File: src/rtl/multicycle_ctrl.sv
// Multi-cycle RV32I-subset control FSM (R-type, I-type ALU, LW, SW, BEQ); optional macro ILLEGAL_TRAP_EN adds a HALT/trap state.
// Latency: 5 cycles R/I/SW, 6 cycles LW, 4 cycles BEQ, 3 cycles illegal NOP (zero-wait memories); outputs registered from next-state.
// Backpressure: waits in FETCH for instr_valid and in MEM for dmem_ack; both are ignored in every other state.
module multicycle_ctrl #(
    parameter int CNT_W = 32
) (
    input  logic             clk,
    input  logic             rst,
    input  logic [31:0]      instr,
    input  logic             instr_valid,
    input  logic             Zero,
    input  logic             dmem_ack,
    output logic             ALUSrc,
    output logic [3:0]       ALUCtrl,
    output logic             RegWrite,
    output logic             MemToReg,
    output logic             PCSrc,
    output logic             loadPC,
    output logic             MemRead,
    output logic             MemWrite,
    output logic             instr_req,
    output logic             trap,
    output logic [CNT_W-1:0] instret
);

    localparam logic [6:0] OP_R   = 7'b0110011;
    localparam logic [6:0] OP_I   = 7'b0010011;
    localparam logic [6:0] OP_LW  = 7'b0000011;
    localparam logic [6:0] OP_SW  = 7'b0100011;
    localparam logic [6:0] OP_BEQ = 7'b1100011;

    localparam logic [3:0] ALU_AND = 4'b0000;
    localparam logic [3:0] ALU_OR  = 4'b0001;
    localparam logic [3:0] ALU_ADD = 4'b0010;
    localparam logic [3:0] ALU_SUB = 4'b0110;
    localparam logic [3:0] ALU_SLT = 4'b0111;
    localparam logic [3:0] ALU_SRL = 4'b1000;
    localparam logic [3:0] ALU_SLL = 4'b1001;
    localparam logic [3:0] ALU_SRA = 4'b1010;
    localparam logic [3:0] ALU_XOR = 4'b1101;

    typedef enum logic [2:0] {
        FETCH  = 3'd0,
        DECODE = 3'd1,
        EXEC   = 3'd2,
        MEM    = 3'd3,
        WB     = 3'd4,
        PCUPD  = 3'd5
`ifdef ILLEGAL_TRAP_EN
        ,
        HALT   = 3'd6
`endif
    } state_t;

    state_t     state;
    state_t     next_state;
    logic [6:0] opcode_q;
    logic [2:0] funct3_q;
    logic       funct7b5_q;

    logic is_r, is_i, is_lw, is_sw, is_beq, is_legal;

    // Register/immediate fields are not needed by the controller.
    logic unused_instr_bits;
    assign unused_instr_bits = ^{instr[31], instr[29:15], instr[11:7]};

    // ALU operation from the instruction fields. funct7b5 only selects the
    // alternate op for R-type and for SRAI, so ADDI with imm[10]=1 stays ADD.
    function automatic logic [3:0] alu_dec(input logic [6:0] op,
                                           input logic [2:0] f3,
                                           input logic       f7b5);
        logic [3:0] r;
        logic       alt;
        r   = ALU_AND;
        alt = (op == OP_R) ? f7b5 : ((op == OP_I) && (f3 == 3'b101) && f7b5);
        case (op)
            OP_R, OP_I: begin
                case (f3)
                    3'b000:  r = alt ? ALU_SUB : ALU_ADD;
                    3'b001:  r = ALU_SLL;
                    3'b010:  r = ALU_SLT;
                    3'b011:  r = ALU_SLT;
                    3'b100:  r = ALU_XOR;
                    3'b101:  r = alt ? ALU_SRA : ALU_SRL;
                    3'b110:  r = ALU_OR;
                    default: r = ALU_AND;
                endcase
            end
            OP_LW, OP_SW: r = ALU_ADD;
            OP_BEQ:       r = ALU_SUB;
            default:      r = ALU_AND;
        endcase
        return r;
    endfunction

    // Instruction class from the latched opcode.
    always_comb begin
        is_r     = (opcode_q == OP_R);
        is_i     = (opcode_q == OP_I);
        is_lw    = (opcode_q == OP_LW);
        is_sw    = (opcode_q == OP_SW);
        is_beq   = (opcode_q == OP_BEQ);
        is_legal = is_r | is_i | is_lw | is_sw | is_beq;
    end

    // Next-state sequencing.
    always_comb begin
        next_state = state;
        case (state)
            FETCH:  if (instr_valid) next_state = DECODE;
            DECODE: begin
                if (is_legal) begin
                    next_state = EXEC;
                end else begin
`ifdef ILLEGAL_TRAP_EN
                    next_state = HALT;
`else
                    next_state = PCUPD;
`endif
                end
            end
            EXEC: begin
                if (is_r || is_i)        next_state = WB;
                else if (is_lw || is_sw) next_state = MEM;
                else                     next_state = PCUPD;
            end
            MEM:    if (dmem_ack) next_state = is_lw ? WB : PCUPD;
            WB:     next_state = PCUPD;
            PCUPD:  next_state = FETCH;
`ifdef ILLEGAL_TRAP_EN
            HALT:   next_state = HALT;
`endif
            default: next_state = FETCH;
        endcase
    end

    // State register plus decode-field latch; fields are captured on the
    // fetch-complete edge so they are stable for all of DECODE.
    always_ff @(posedge clk) begin
        if (rst) begin
            state      <= FETCH;
            opcode_q   <= '0;
            funct3_q   <= '0;
            funct7b5_q <= 1'b0;
        end else begin
            state <= next_state;
            if (state == FETCH && instr_valid) begin
                opcode_q   <= instr[6:0];
                funct3_q   <= instr[14:12];
                funct7b5_q <= instr[30];
            end
        end
    end

    // Moore outputs registered from next_state so each is glitch-free and
    // lines up with the state it belongs to.
    always_ff @(posedge clk) begin
        if (rst) begin
            ALUSrc    <= 1'b0;
            ALUCtrl   <= '0;
            RegWrite  <= 1'b0;
            MemToReg  <= 1'b0;
            PCSrc     <= 1'b0;
            loadPC    <= 1'b0;
            MemRead   <= 1'b0;
            MemWrite  <= 1'b0;
            instr_req <= 1'b0;
            instret   <= '0;
        end else begin
            instr_req <= (next_state == FETCH);
            RegWrite  <= (next_state == WB);
            MemToReg  <= (next_state == WB) && is_lw;
            MemRead   <= (next_state == MEM) && is_lw;
            MemWrite  <= (next_state == MEM) && is_sw;
            loadPC    <= (next_state == PCUPD);

            // ALU controls live from DECODE until the instruction retires.
            if (state == FETCH && instr_valid) begin
                ALUCtrl <= alu_dec(instr[6:0], instr[14:12], instr[30]);
                ALUSrc  <= (instr[6:0] == OP_I) || (instr[6:0] == OP_LW) ||
                           (instr[6:0] == OP_SW);
            end else if (next_state != DECODE && next_state != EXEC &&
                         next_state != MEM && next_state != WB &&
                         next_state != PCUPD) begin
                ALUCtrl <= '0;
                ALUSrc  <= 1'b0;
            end

            // PCSrc is the registered branch outcome: Zero sampled in EXEC of
            // a BEQ, shown with loadPC and held through the following cycle.
            if (next_state == PCUPD)
                PCSrc <= (state == EXEC) && is_beq && Zero;
            else if (state != PCUPD)
                PCSrc <= 1'b0;

            if (next_state == PCUPD)
                instret <= instret + CNT_W'(1);
        end
    end

`ifdef ILLEGAL_TRAP_EN
    // Sticky trap flag; only rst leaves HALT.
    always_ff @(posedge clk) begin
        if (rst) trap <= 1'b0;
        else     trap <= (next_state == HALT);
    end
`else
    assign trap = 1'b0;
`endif

endmodule

File: config.mk
export PLATFORM = sky130hd
export DESIGN_NAME = multicycle_ctrl
export DESIGN_NICKNAME = d
export VERILOG_FILES = /design/src/rtl/multicycle_ctrl.sv
export SDC_FILE = /design/constraint.sdc
export NUM_CORES = 1
export LEC_CHECK = 0
export CORE_MARGIN = 2
export CORE_UTILIZATION = 47
export DETAILED_ROUTE_END_ITERATION = 8
export GPL_ROUTABILITY_DRIVEN = 0
export GPL_TIMING_DRIVEN = 0
export PLACE_DENSITY = 0.89
export SLEW_MARGIN = 20
export SYNTH_ARGS = -nofsm -noshare
export SYNTH_HDL_FRONTEND = slang
export SYNTH_SLANG_ARGS = --single-unit
File: constraint.sdc
create_clock -name clk -period 2.5 [get_ports clk]
set_input_delay 0.5 -clock clk [delete_from_list [all_inputs] [get_ports clk]]
set_output_delay 0.5 -clock clk [all_outputs]
set_load 0.02 [all_outputs]
# Word level (Yosys, flattened, before mapping)
# Index checks and enable logic that the tools add are counted.
[word_totals] output_inout_bits=45 word_cells=88 romBits=0 mem_count=0 regBits=54 latchBits=0 in_bits=37 mem_bits_rw=0
[classes] mul=0 n_addsub=1 n_eq_ne=29 n_shift=0 reduce_logical=24 bitwise_logic=4 n_mux=18 order_cmp=0 div=0
[op_table] op="$add 32x1->32 const B" count=1
[op_table] op="$eq 7x6->1 const B" count=4
[op_table] op="$pmux 4 s6" count=1
[op_table] op="$eq 3x3->1 const B" count=6
[op_table] op="$mux 3" count=6
[op_table] op="$eq 3x2->1 const B" count=5
[op_table] op="$pmux 3 s5" count=1
[op_table] op="$eq 7x2->1 const B" count=2
[op_table] op="$eq 7x5->1 const B" count=2
[op_table] op="$eq 7x7->1 const B" count=2
[op_table] op="$logic_and 1x1->1" count=12
[op_table] op="$pmux 4 s3" count=1
[op_table] op="$logic_not 3->1" count=3
[op_table] op="$ne 3x3->1 const B" count=3
[op_table] op="$mux 4" count=2
[op_table] op="$eq 3x1->1 const B" count=2
[op_table] op="$mux 1" count=6
[op_table] op="$ne 3x2->1 const B" count=2
[op_table] op="$reduce_or 2->1" count=3
[op_table] op="$logic_or 1x1->1" count=4
[op_table] op="$or 1x1->1" count=4
[op_table] op="$reduce_bool 2->1" count=2
[op_table] op="$ne 3x1->1 const B" count=1
[op_table] op="$mux 2" count=1

# Longest topological paths before layout
[depth] word_depth=14 depth_mapped=8 mapped_depth_nobuf=6

# Worst setup path before layout
# No wires, ideal clock.
[synth_path] path_kind="reg2reg" from="register instret[3]" to="register instret[31]" setup_ns=0.115 period_less_slack_ns=2.110 slack_ns=0.390 path_buffers=1 arrival_time_ns=1.996 path_stages_with_launch=8 path_cell_list="dfxtp_1 > nand4_4 > nor4_4 > and4_4 > nand3_4 > buf_6 > o31a_2 > o21a_1"
[synth_between] elab_chain_len=1
[synth_lines] item="from (decl)" line_no="23" rtl="output logic [CNT_W-1:0] instret"
[synth_lines] item="from (signal assigned)" line_no="197" rtl="instret <= instret + CNT_W'(1);"
[synth_lines] item="$add 32x1->32" line_no="197"
# Every way passes these cells.
# A chain may end at the register's enable or synchronous reset.

# Worst setup path in the final report
[layout_path] from="input port dmem_ack" to="register instret[23]"
[layout_between] elab_chain_len=3
[layout_lines] item="from (decl)" line_no="12" rtl="input logic dmem_ack,"
[layout_lines] item="$mux 3" line_no="127" rtl="MEM: if (dmem_ack) next_state = is_lw ? WB : PCUPD;"
[layout_lines] item="$pmux 3 s5" line_no="109" rtl="case (state)"
[layout_lines] item="$eq 3x3->1" line_no="196" rtl="if (next_state == PCUPD)"
# Every way passes these cells.

==> run metrics <==
outcome finished clean; Main synth FF type dfxtp_1; Worst Path Arrival 2640 ps; Port Buffer Count 59; Ys Warns 0; commonest cells after routing, fill and taps aside 59 x clkdlybuf4s50_1, 54 x dfxtp_1, 41 x nand2_1; Clk pin slew, worst setup/hold paths 100 ps; met1 Resource Use GR 0.293; number of synthesized flops with an enable pin 0; FMAX 0.417 GHz; Most Crowded Layer GR met2; 1st-iter DRT viols 160; cells along the critical path clkdlybuf4s50_1 -> nor2b_4 -> a2111oi_4 -> a221o_4 -> o211ai_2 -> buf_2 -> or3_1 -> a21oi_1; Starting Density 0.487; Fin. Hold Viols 0; GRT overflow 0; Slew @ Worst Pin 1050 ps; cell row count 27; VDD IR-drop max 284 uV; TritonCTS clock tree done; core area 5540 um2; Die H 79.8 um; Critical Path Max Stage Delay 540 ps; layout cells sized above 1 0.103; Worst Skew 10.9 ps; total CTS buffers 5; critical path required time 2740 ps; Ports 82; CP Class in2reg; HP Class reg2reg; min cycle time layout 2400 ps; WL final 6800 um; TNS Setup 0 ps; Syn Area/Cell 8.65 um2; CP endpoint kind flip-flop; Post-route DRC 0; Synth Register Bits 54; Post-Syn Area 2700 um2; Final nets 416; drt pass-1 iters 5; post-detailed-placement half-perimeter wirelength 4970 um; GRT met3 Usage 0.0419; die footprint 6360 um2; RSZ-0062 raised after global routing no; WL/cell 15.1 um; met2 GRT Util 0.351; Synth top area share 0.401; top post-synthesis cells by area dfxtp_1 40%, a21oi_1 5.9%, nand2_1 5.7%; H-tree levels 2; CP max FO 10; initial antenna violation count 0; CP startpoint kind primary input; Slowest-stage cell, CP clkdlybuf4s50_1; Area Overhead vs Synth 29.5%; Num Clock Sinks 54; Power Density 497 nW/um2; Power, Total 1.74 mW; Seq/Total Area, Yosys 0.401; max-cap violations 0; cell taking the most area after synthesis dfxtp_1; max-slew violations 0; clk_lat worst skew 310 ps; root buffer cell clkbuf_8; drt via density 5.82; largest net degree at the start of global routing 17; Post-CTS Hold Buffers 0; via count 2624; Ant. Diodes 0; final setup fails 0; Leak 1.12 nW; DRT antenna net count 0; worst hold slack 464 ps; GRT Util Overall 0.218; Die Wd 79.8 um; Max-slew headroom 0.290; Mapped Cells 312; Final Cycle Share 0.958; CTS Buffer Depth 2; Final Core Density 0.631; async set-reset flop share out of synthesis 0; synth unique cells 64; most common cell after layout, fill and taps aside clkdlybuf4s50_1; syn nets 350; global-route wire length before repair 11100 um; vias in the first global route 2412
-- flip-flops by register name (all words and copies together), names as in the netlist --
name       count
ALUCtrl        4
ALUSrc         1
MemRead        1
MemToReg       1
MemWrite       1
PCSrc          1
RegWrite       1
instr_req      1
instret       32
loadPC         1
opcode_q       7
state          3
-- final timing paths --
| check | from | endpoint | slack [ps] | depth (start not counted) |
|---|---|---|---|---|
| setup / recovery | dmem_ack | instret[23]$_SDFFE_PP0P_ | 100 | 8 |
| setup reg to reg | state[2]$_SDFF_PP0_ | instret[23]$_SDFFE_PP0P_ | 240 | 7 |
| hold reg to reg | opcode_q[1]$_SDFFE_PP0P_ | opcode_q[1]$_SDFFE_PP0P_ | 460 | 2 |
| hold / removal | opcode_q[1]$_SDFFE_PP0P_ | opcode_q[1]$_SDFFE_PP0P_ | 460 | 2 |
-- cell families after synthesis --
group           share of synthesized area
simple gates                        0.295
compound gates                      0.228
flops                               0.401
buf+inv                            0.0380
xor+xnor                           0.0325
fa+ha+maj                         0.00464
other cells                       0.00139
-- repair_timing --
item,4_1_cts,5_1_grt
gates resized for setup,0,1
setup endpoints to repair,0,5
buffers inserted,0,0
-- report_power, final --
part           switching, mW  leakage [nW]  total [mW]  internal, mW
Sequential            0.0179         0.437       0.901         0.883
Combinational          0.155         0.623       0.260         0.104
Clock                  0.280        0.0579       0.575         0.295
-- cells in the mapped netlist, drive strengths merged (5+ instances only) --
cell / count
o21ai: 15
nand3: 7
o31ai: 10
buf: 8
nor2: 22
inv: 7
nand2: 41
xnor2: 6
and2: 5
nor4: 6
or2: 5
nor3: 6
a21oi: 32
or3: 11
nand4: 9
or4: 9
dfxtp: 54
-- cell type report --
cell class | instances | area, um2
plain buffers | 13 | 76.3
clock buffers | 5 | 68.8
clock inverters | 3 | 40.0
fillers | 472 | 2050
inverters | 7 | 26.3
multi-input cells | 238 | 1520
flip-flops and latches | 54 | 1080
well taps | 72 | 90.1
repair buffers | 59 | 591
-- worst max-delay path: cells and delay by family --
kind,cells,cell delay (ps)
AO/OA/AOI/OAI,4,930
AND/OR/NAND/NOR,2,420
buffers and inverters,2,770
-- stage by stage --
| stage | instances | instance area, um2 | setup slack (ps) |
|---|---|---|---|
| 3_5_place_dp | 443 | 3380 | -195 |
| 2_1_floorplan | 312 | 2700 | 390 |
| 6_report | 451 | 3490 | 104 |
| 5_1_grt | 451 | 3490 | 11.0 |
| 3_3_place_gp | 443 | 3380 | -139 |
| 4_1_cts | 451 | 3490 | 65.3 |
-- metal layers --
| layer | up-vias | share of wire |
|---|---|---|
| met5 | - | 0 |
| met4 | 0 | 0.014 |
| met3 | 8 | 0.047 |
| met2 | 82 | 0.48 |
| met1 | 1241 | 0.46 |
| li1 | 1293 | - |
No activity file was read; power rests on OpenSTA's default activity.
==> patch: new RTL, same flow settings <==
Encoding of `state_t`: now Gray code (3 bits for 6 states).
--- a/src/rtl/multicycle_ctrl.sv
+++ b/src/rtl/multicycle_ctrl.sv
@@ -41,10 +41,10 @@
 
     typedef enum logic [2:0] {
-        FETCH  = 3'd0,
-        DECODE = 3'd1,
-        EXEC   = 3'd2,
-        MEM    = 3'd3,
-        WB     = 3'd4,
-        PCUPD  = 3'd5
+        FETCH  = 3'b000,
+        DECODE = 3'b001,
+        EXEC   = 3'b011,
+        MEM    = 3'b010,
+        WB     = 3'b110,
+        PCUPD  = 3'b111
 `ifdef ILLEGAL_TRAP_EN
         ,
Behaviour: same outputs for any inputs over 10 cycles, from zero or initial values and one cycle with rst high; not proved beyond that.
==> patch against the unedited design <==
Synthesized area is 2.1% higher; routed wire length is 6.0% higher; sequential cell count stayed put; largest cell class unchanged; setup slack better by 0.0075 ns; cell area is 1.3% higher; highest routed layer unchanged; critical path type is now flop to flop.
Power is not compared: it rests on default switching activity, and its combinational part moved more than twofold at a synthesized area within 25%.
==> patch: results (changes against the unedited design) <==
outcome=finished, final reports clean; Filler cells=479 (+1.5%); clock-net power=0.510 mW; R2R Setup Slk=0.11 ns (-0.13 ns); worst slack at placement=-0.394 ns (-0.199 ns); detailed route wirelength on metal2=3580 um (+9.5%); n_taps=72 (unchanged); comb_multi_in=246 (+3.4%); placed cells=455 (+2.7%); count of cell types in the netlist=47 (-27%); crit path DAT=2.60 ns (-0.04 ns); crit path kind=flop to flop; antenna violations before repair=0 (unchanged); Synth area leaders=dfxtp_1, a21oi_1, nand2_1; Post-DP Area=3440 um2 (+1.7%); Post-synth top cells=dfxtp_1, nand2_1, a21oi_1; Total Wirelength=7210 um (+6.0%); met3 WL post-DR=451 um (+42%); Vias=2845 (+8.4%); M1 WL=3090 um (-0.71%); Detail Placement HPWL=5200 um (+4.5%); R2R Path End=instret[27]$_SDFFE_PP0P_; clk tree area frac=2.58% (-0.53 points); synthesized area per cell=8.50 um2 (-1.7%); register area share after synthesis=39.2% (-0.82 points); Tot GR Track Use=22.3% (+0.42 points); fin area=3540 um2 (+1.3%); met2 usage=37.7% (+2.5 points); Non-clock buffering overhead=20.1% (+1.0 points); met1 usage=28.3% (-1.1 points); seq_cells=54 (unchanged); P_sw=0.660 mW; Non-Clock Buffer Count=80 (+11%); layout cells sized above 1=7.93% (-2.4 points); M3 GR Usage=4.49% (+0.31 points); CP top delay family=simple AND/OR/NAND/NOR gates; CP max-delay cell=dfxtp_1; fraction of area in multi-input gates=43.9% (+0.38 points); syn_nets=362 (+3.4%); CP max FO=7 (-3); vias in the first global route=2513 (+4.2%); final setup skew=0.00810 ns (-0.00279 ns); Non-CTS inverters=3 (-4); Layout Nets=428 (+2.9%); largest net degree at the start of global routing=16 (-1); first-pass GRT wire length=11500 um (+3.6%); Slew headroom=27.2% (-1.8 points); layout clock buffer count=7 (+2); worst reg2reg startpoint=instret[8]$_SDFFE_PP0P_; via-per-instance ratio=6.14 (+5.6%); DRT iter0 DRCs=337 (+110%); VDD IR-drop max=0.318 mV; final worst-path cycle share=95.5% (-0.30 points); Reg2Reg Depth=5 (-2); CP max stage delay=0.46 ns (-0.08 ns)
==> patch: cell types whose count changed in the layout (fill, tap and decap cells not counted), moves of 6 or more <==
cell / unedited run / this run
mux2_1: 0 / 8
nand3_1: 6 / 14
nor4_1: 4 / 12
or3_1: 10 / 2
or4_1: 9 / 17
nor2b_1: 3 / 15
o21ai_0: 13 / 2
xnor2_1: 6 / 0
o31ai_1: 10 / 18
==> patch: worst min-delay path by stage <==
stage	to	cells after the start	startpoint	slack, ns
CTS	ALUCtrl[2]$_SDFFE_PP0P_	2	ALUCtrl[2]$_SDFFE_PP0P_	0.46
floorplan	opcode_q[2]$_SDFFE_PP0P_	2	opcode_q[2]$_SDFFE_PP0P_	0.44
global route	ALUCtrl[2]$_SDFFE_PP0P_	2	ALUCtrl[2]$_SDFFE_PP0P_	0.50
finish	ALUCtrl[2]$_SDFFE_PP0P_	2	ALUCtrl[2]$_SDFFE_PP0P_	0.46
detailed placement	ALUCtrl[2]$_SDFFE_PP0P_	2	ALUCtrl[2]$_SDFFE_PP0P_	0.44
global placement	ALUCtrl[2]$_SDFFE_PP0P_	2	ALUCtrl[2]$_SDFFE_PP0P_	0.44
==> patch: cells by family (layout without fill, tap and decap cells) <==
group | after synthesis | count (layout) | synth area share (%)
adders and majority gates | 1 | 1 | 0.454
muxes | 14 | 14 | 6.09
DFF | 54 | 54 | 39.2
and+or+nand+nor | 163 | 163 | 33.2
other | 1 | 1 | 0.136
AOI/OAI and AO/OA | 67 | 67 | 16.3
buffers and inverters | 24 | 91 | 4.59
==> patch: what timing repair did <==
action | in CTS | in global routing
gates resized for setup | 2 | 4
pin swaps | 0 | 0
endpoints found under the setup margin | 16 | 31
hold endpoints to repair | 0 | 0
